`config.mk`:
```
export PLATFORM = sky130hd
export DESIGN_NAME = convclk1x_nx
export DESIGN_NICKNAME = d
export VERILOG_FILES = /design/src/rtl/convclk_pkg.sv /design/src/rtl/fflopxe.sv /design/src/rtl/phasedet_cknx.sv /design/src/rtl/convclk1x_nx.sv
export SDC_FILE = /design/constraint.sdc
export NUM_CORES = 1
export LEC_CHECK = 0
export CAP_MARGIN = 20
export CORE_MARGIN = 5
export CORE_UTILIZATION = 45
export CTS_BUF_LIST = sky130_fd_sc_hd__clkbuf_16
export CTS_CLUSTER_DIAMETER = 60
export DETAILED_ROUTE_END_ITERATION = 10
export PLACE_DENSITY_LB_ADDON = 0.08
export SYNTH_ARGS = -nofsm -noshare
export SYNTH_HDL_FRONTEND = slang
export SYNTH_SLANG_ARGS = --single-unit
```
`constraint.sdc`:
```
create_clock -name clknx -period 3.91 [get_ports clknx]
set_input_delay 0.782 -clock clknx [delete_from_list [all_inputs] [get_ports clknx]]
set_output_delay 0.782 -clock clknx [all_outputs]
set_load 0.02 [all_outputs]
```
`src/rtl/convclk_pkg.sv`:
```
// ============================================================================
// convclk_pkg : shared types and elaboration helpers for the 1x->Nx converter
// Revision    : 1.0
// ============================================================================
`default_nettype none

package convclk_pkg;

    typedef enum logic [1:0] {
        HUNT  = 2'd0,
        TRACK = 2'd1,
        LOCK  = 2'd2
    } state_t;

    localparam int c_good_w = 4;

    function automatic int clog2(input int value);
        int r;
        r = 0;
        for (int i = 0; i < 31; i++) begin
            if ((1 << i) < value) r = i + 1;
        end
        return r;
    endfunction

    function automatic bit params_legal(input int width, input int chan,
                                        input int ratio, input int offset,
                                        input int lockcnt);
        return (width >= 1) && (chan >= 1) &&
               (ratio >= 2) && (ratio <= 16) &&
               (offset >= 0) && (offset < ratio) &&
               (lockcnt >= 1) && (lockcnt <= 15);
    endfunction

endpackage

`default_nettype wire

```
`src/rtl/fflopxe.sv`:
```
// ============================================================================
// fflopxe : enabled flop bank with asynchronous active-low reset
// Revision: 1.0
// ============================================================================
`default_nettype none

module fflopxe #(
    parameter int WIDTH = 8
) (
    input  logic             clk,
    input  logic             rst_n,
    input  logic             en,
    input  logic [WIDTH-1:0] d,
    output logic [WIDTH-1:0] q
);

    logic [WIDTH-1:0] q_d;
    logic [WIDTH-1:0] q_q;

    always_comb begin
        q_d = en ? d : q_q;
    end

    always_ff @(posedge clk or negedge rst_n) begin
        if (!rst_n) q_q <= '0;
        else        q_q <= q_d;
    end

    assign q = q_q;

endmodule

`default_nettype wire

```
`src/rtl/phasedet_cknx.sv`:
```
// ============================================================================
// phasedet_cknx : recovers slow-clock phase from ph1x, tracks lock and
//                 generates the capture strobe plus locked/perr status
// Revision      : 1.0
// ============================================================================
`default_nettype none

module phasedet_cknx
    import convclk_pkg::*;
#(
    parameter int RATIO   = 2,
    parameter int OFFSET  = 1,
    parameter int LOCKCNT = 4
) (
    input  logic clk,
    input  logic rst_n,
    input  logic ph1x,
    input  logic scanmode,
    output logic cap,
    output logic locked,
    output logic perr
);

    localparam int CW = clog2(RATIO);
    localparam logic [CW-1:0]       c_last    = CW'(RATIO - 1);
    localparam logic [CW-1:0]       c_offset  = CW'(OFFSET);
    localparam logic [c_good_w-1:0] c_lockcnt = c_good_w'(LOCKCNT);

    state_t              state_q, state_d;
    logic [CW-1:0]       cnt_q, cnt_d;
    logic [c_good_w-1:0] good_q, good_d;
    logic                ph_r_q, locked_q, locked_d, perr_q, perr_d;

    logic                w_rise, w_cnt_zero, w_consistent, w_slip, w_missing, w_mismatch;
    logic [CW-1:0]       w_ph;
    logic [c_good_w-1:0] w_good_inc;

    // A rise always restarts the phase, so a rise and a missing edge never coincide.
    always_comb begin
        w_rise       = ph1x & ~ph_r_q;
        w_ph         = w_rise ? '0 : cnt_q;
        w_cnt_zero   = (cnt_q == '0);
        w_consistent = w_rise & w_cnt_zero;
        w_slip       = w_rise & ~w_cnt_zero;
        w_missing    = ~w_rise & w_cnt_zero;
        w_mismatch   = w_slip | w_missing;
        cnt_d        = (w_ph == c_last) ? '0 : w_ph + CW'(1);
    end

    always_comb begin
        state_d    = state_q;
        good_d     = good_q;
        perr_d     = 1'b0;
        w_good_inc = good_q + c_good_w'(1);
        case (state_q)
            HUNT: begin
                if (w_rise) begin
                    state_d = TRACK;
                    good_d  = '0;
                end
            end
            TRACK: begin
                if (w_consistent) begin
                    good_d = w_good_inc;
                    if (w_good_inc == c_lockcnt) state_d = LOCK;
                end else if (w_slip) begin
                    good_d = '0;
                end else if (w_missing) begin
                    state_d = HUNT;
                    good_d  = '0;
                end
            end
            LOCK: begin
                if (w_mismatch) begin
                    perr_d  = 1'b1;
                    state_d = w_slip ? TRACK : HUNT;
                    good_d  = '0;
                end
            end
            default: begin
                state_d = HUNT;
                good_d  = '0;
            end
        endcase
        locked_d = (state_d == LOCK);
    end

    // The mismatch cycle itself never captures, even when it lands on the capture phase.
    assign cap = ((state_q == LOCK) & ~w_mismatch & (w_ph == c_offset)) | scanmode;

    always_ff @(posedge clk or negedge rst_n) begin
        if (!rst_n) begin
            state_q  <= HUNT;
            cnt_q    <= '0;
            good_q   <= '0;
            ph_r_q   <= 1'b0;
            locked_q <= 1'b0;
            perr_q   <= 1'b0;
        end else begin
            state_q  <= state_d;
            cnt_q    <= cnt_d;
            good_q   <= good_d;
            ph_r_q   <= ph1x;
            locked_q <= locked_d;
            perr_q   <= perr_d;
        end
    end

    assign locked = locked_q;
    assign perr   = perr_q;

endmodule

`default_nettype wire

```
`src/rtl/convclk1x_nx.sv`:
```
// ============================================================================
// convclk1x_nx : slow-to-fast boundary converter running in the fast domain;
//                captures CHAN slow-rate channels at a programmable phase
// Revision     : 1.0
// ============================================================================
`default_nettype none

module convclk1x_nx
    import convclk_pkg::*;
#(
    parameter int WIDTH   = 8,
    parameter int CHAN    = 2,
    parameter int RATIO   = 2,
    parameter int OFFSET  = 1,
    parameter int LOCKCNT = 4
) (
    input  logic                  clknx,
    input  logic                  rstnx_,
    input  logic                  scanmode,
    input  logic                  ph1x,
    input  logic [CHAN-1:0]       sync1x,
    input  logic [CHAN*WIDTH-1:0] data1x,
    output logic [CHAN-1:0]       syncnx,
    output logic [CHAN*WIDTH-1:0] datanx,
    output logic                  locked,
    output logic                  perr
);

    if (!params_legal(WIDTH, CHAN, RATIO, OFFSET, LOCKCNT)) begin : g_param_check
        $error("convclk1x_nx: illegal WIDTH/CHAN/RATIO/OFFSET/LOCKCNT combination");
    end

    logic            w_cap;
    logic [CHAN-1:0] syncnx_q, syncnx_d;

    phasedet_cknx #(
        .RATIO   (RATIO),
        .OFFSET  (OFFSET),
        .LOCKCNT (LOCKCNT)
    ) u_phasedet (
        .clk      (clknx),
        .rst_n    (rstnx_),
        .ph1x     (ph1x),
        .scanmode (scanmode),
        .cap      (w_cap),
        .locked   (locked),
        .perr     (perr)
    );

    for (genvar c = 0; c < CHAN; c++) begin : g_chan
        fflopxe #(
            .WIDTH (WIDTH)
        ) u_data_flop (
            .clk   (clknx),
            .rst_n (rstnx_),
            .en    (w_cap),
            .d     (data1x[c*WIDTH +: WIDTH]),
            .q     (datanx[c*WIDTH +: WIDTH])
        );
    end

    // Qualifiers are zeroed off-phase so each slow period yields at most one pulse.
    always_comb begin
        syncnx_d = w_cap ? sync1x : '0;
    end

    always_ff @(posedge clknx or negedge rstnx_) begin
        if (!rstnx_) syncnx_q <= '0;
        else         syncnx_q <= syncnx_d;
    end

    assign syncnx = syncnx_q;

endmodule

`default_nettype wire
```
==> results.yml <==
outcome:
  run_status: "completed"
place:
  instance_area_at_placement_um2: 1650
  portBuffers: 41
  replace_congestion: 0.804
  detail_placement_hpwl_mm: 1.76
  placed_cells_incl_taps: 159
cells_and_area:
  finalInstanceArea_um2: 1760
  multiInputGateArea_um2: 485
  number_of_non_filler_instances_in_the_completed_layout: 163
  register_area_um2: 701
  layout.filler_cells: 213
  fin_util: 0.655
  antennaDiodeCount: 0
  drive_gt1_frac: 0.189
  total_number_of_nets_in_the_final_design: 160
  areaGrowthSynthToFinish_pct: 43.2
synth:
  netlist_cell_types: 23
  synth_fp_nets: 115
  post-synth-top-area-fraction: 0.570
  most_common_cell_in_the_netlist: "sky130_fd_sc_hd__dfrtp_1"
  top_cells_by_area_in_the_synthesized_netlist: "sky130_fd_sc_hd__dfrtp_1 57%, sky130_fd_sc_hd__mux2_4 9.8%, sky130_fd_sc_hd__mux2_2 7.3%"
  postSynth.asyncResetShare: 1.00
  postSynthCellCount: 88
  synth-edff-count: 0
  syn-mean-instance-area_um2: 14.0
  postSynthRegisterBits: 28
  yosysWarningCount: 0
  ys_seq_area_frac: 0.570
  synthesis.area_um2: 1230
  synth_area_leader_cell: "sky130_fd_sc_hd__dfrtp_1"
  synth_common_cells: "28 x sky130_fd_sc_hd__dfrtp_1, 8 x sky130_fd_sc_hd__mux2_2, 8 x sky130_fd_sc_hd__mux2_4, 6 x sky130_fd_sc_hd__o21ai_0, 5 x sky130_fd_sc_hd__ha_1"
  synth_ff_type: "sky130_fd_sc_hd__dfrtp_1"
timing:
  setup_repair_after_global_routing_missed_its_margin: "false"
  maxSlewHeadroom: 0.390
  finalMaxSlewViolations: 0
  post-route-period-util: 0.744
  clock.fmax_mhz: 344
  clock-skew-final_ps: 2.61
  slew_at_the_pin_with_the_worst_max_slew_slack_ps: 915
  minimum_clock_period_after_layout_ps: 2910
  timing.final.setup_violations: 0
  timing_hold_violations_final: 0
  setup_total_negative_slack_ps: 0
grt:
  grt_start_max_net_pins: 29
  grt.overflow.total: 0
  grt_usage: 0.125
  antenna_found_initial: 0
  global_route_wire_length_before_repair_mm: 3.88
  first_global_vias: 832
clock_network:
  path_clk_slew_ps: 70
  cts_hold_repair.buffers: 0
  cts.repair_timing.setup_buffer_count: 0
  inserted_clock_buffers: 3
  insertion_delay_ps: 260
  total_of_cells_resized_after_clock_tree_synthesis: 0
  cts.htree.levels: 1
  cts_buffer_depth: 2
  root_buffer: "sky130_fd_sc_hd__clkbuf_16"
  tritoncts_clock_tree: "yes"
  cts.sinks: 28
worst_setup_path:
  critical_path_peak_fanout: 18
  worst_ep_arrival_time_ps: 3050
  r2r_slack_ps: 1550
  required_ps: 4050
  startpoint_type: "input pin"
  path_class: "in2reg"
  worst_setup_path_end_kind: "flop"
  reg2regPathDepth: 5
pwr:
  internal_power_w: 0.000597
  switching_share: 0.219
  power.density_nw_per_um2: 434
  leakagePower_nw: 0.786
  sequentialPowerShare: 0.432
  clockPowerShare: 0.387
  netSwitchingPower_w: 0.000167
  power.share.combinational: 0.181
  peak_supply_drop_v: 0.000284
worst_hold_path:
  worst_hold_path.num_cells: 1
  holdCritPathClass: "reg2reg"
floorplan:
  die_area_um2: 3880
  die-height_um: 62.3
  floorplan.initialDensity: 0.457
  core-area_um2: 2690
  count_of_boundary_i_o_pins: 42
  rows: 19
  chipWidth_um: 62.3
routing:
  detail_route.wl_per_cell_um: 14.2
  drc_errors: 0
  route.detailed.vias_per_inst: 4.98
  ant_nets: 0
  detail_route.first_pass.iterations: 4
  dr_total_vias: 812
  wl_mm: 2.32
  drtIter0Drc: 5
job:
  maxCapViolCount: 0
==> power by group through the flow <==
stage / clock network, W / logic, W / registers [W]
floorplan: 0 / 0.0000498 / 0.000356
global placement: 0 / 0.000138 / 0.000335
detailed placement: 0 / 0.000140 / 0.000336
CTS: 0.000302 / 0.000140 / 0.000330
global route: 0.000314 / 0.000149 / 0.000334
finish: 0.000296 / 0.000138 / 0.000330
==> path summary, 6_finish.rpt <==
check                                                   to                  startpoint
worst min register to register  g_chan[0].u_data_flop.q[7]  g_chan[0].u_data_flop.q[7]
min in group asynchronous       g_chan[1].u_data_flop.q[2]                      rstnx_
max in group asynchronous            u_phasedet.state_q[1]                      rstnx_
worst max register to register  g_chan[1].u_data_flop.q[6]           u_phasedet.ph_r_q
worst min-delay path            g_chan[0].u_data_flop.q[7]  g_chan[0].u_data_flop.q[7]
worst max-delay path            g_chan[1].u_data_flop.q[6]                        ph1x
==> metrics by stage <==
step / setup WS [ps] / hold WS, ps / total power [W]
finish: 1000 / 503 / 0.000764
floorplan: 1470 / 486 / 0.000406
CTS: 978 / 506 / 0.000773
global placement: 768 / 487 / 0.000473
global route: 901 / 519 / 0.000797
detailed placement: 711 / 491 / 0.000476
==> sequential cells by signal (all words and copies together), names as in the netlist <==
register,flops
syncnx,2
u_phasedet.perr,1
u_phasedet.good_q,4
u_phasedet.locked,1
u_phasedet.ph_r_q,1
u_phasedet.cnt_q,1
u_phasedet.state_q,2
g_chan.u_data_flop.q,16
==> cells in the final DEF, fill, tap and decap left out, types with 2 or more instances in the layout <==
cell type and instances:
sky130_fd_sc_hd__dfrtp_1 28, sky130_fd_sc_hd__mux2_4 8, sky130_fd_sc_hd__a21oi_1 2, sky130_fd_sc_hd__mux2_2 8, sky130_fd_sc_hd__ha_1 5, sky130_fd_sc_hd__nor2_1 4, sky130_fd_sc_hd__clkdlybuf4s50_1 41, sky130_fd_sc_hd__o21ai_0 6
sky130_fd_sc_hd__and2b_2 2, sky130_fd_sc_hd__o31ai_1 4, sky130_fd_sc_hd__clkbuf_16 3, sky130_fd_sc_hd__inv_1 3, sky130_fd_sc_hd__nand2_1 4, sky130_fd_sc_hd__nand2b_1 2, sky130_fd_sc_hd__nand3b_1 2
==> cell families after synthesis <==
kind of cell             Yosys count  share of synthesized area
buffers and inverters              5                     0.0346
AO/OA/AOI/OAI                     15                     0.0764
adder cells (fa/ha/maj)            5                     0.0509
AND/OR/NAND/NOR                   19                     0.0967
flip-flops                        28                      0.570
multiplexers                      16                      0.171
==> layer usage <==
| layer | track usage | up-vias | routed length [µm] |
|---|---|---|---|
| li1 | - | 399 | - |
| met1 | 0.153 | 390 | 1080 |
| met2 | 0.198 | 21 | 1060 |
| met3 | 0.0378 | 2 | 146 |
| met4 | 0.0637 | 0 | 31 |
| met5 | 0 | - | 0 |
==> layout make-up <==
cell class | instances | share of cell area
flip-flops and latches | 28 | 0.398
multi-input cells | 55 | 0.276
repair buffers | 42 | 0.238
clock buffers | 3 | 0.0427
well taps | 31 | 0.0220
clock inverters | 1 | 0.0171
inverters | 3 | 0.00640
==> critical path: stages <==
cell,delay (ps)
sky130_fd_sc_hd__clkdlybuf4s50_1,470
sky130_fd_sc_hd__nand2b_1,120
sky130_fd_sc_hd__ha_1,330
sky130_fd_sc_hd__or3b_4,430
sky130_fd_sc_hd__o21ba_1,490
sky130_fd_sc_hd__mux2_4,430
(Power assumes the default switching activity.)
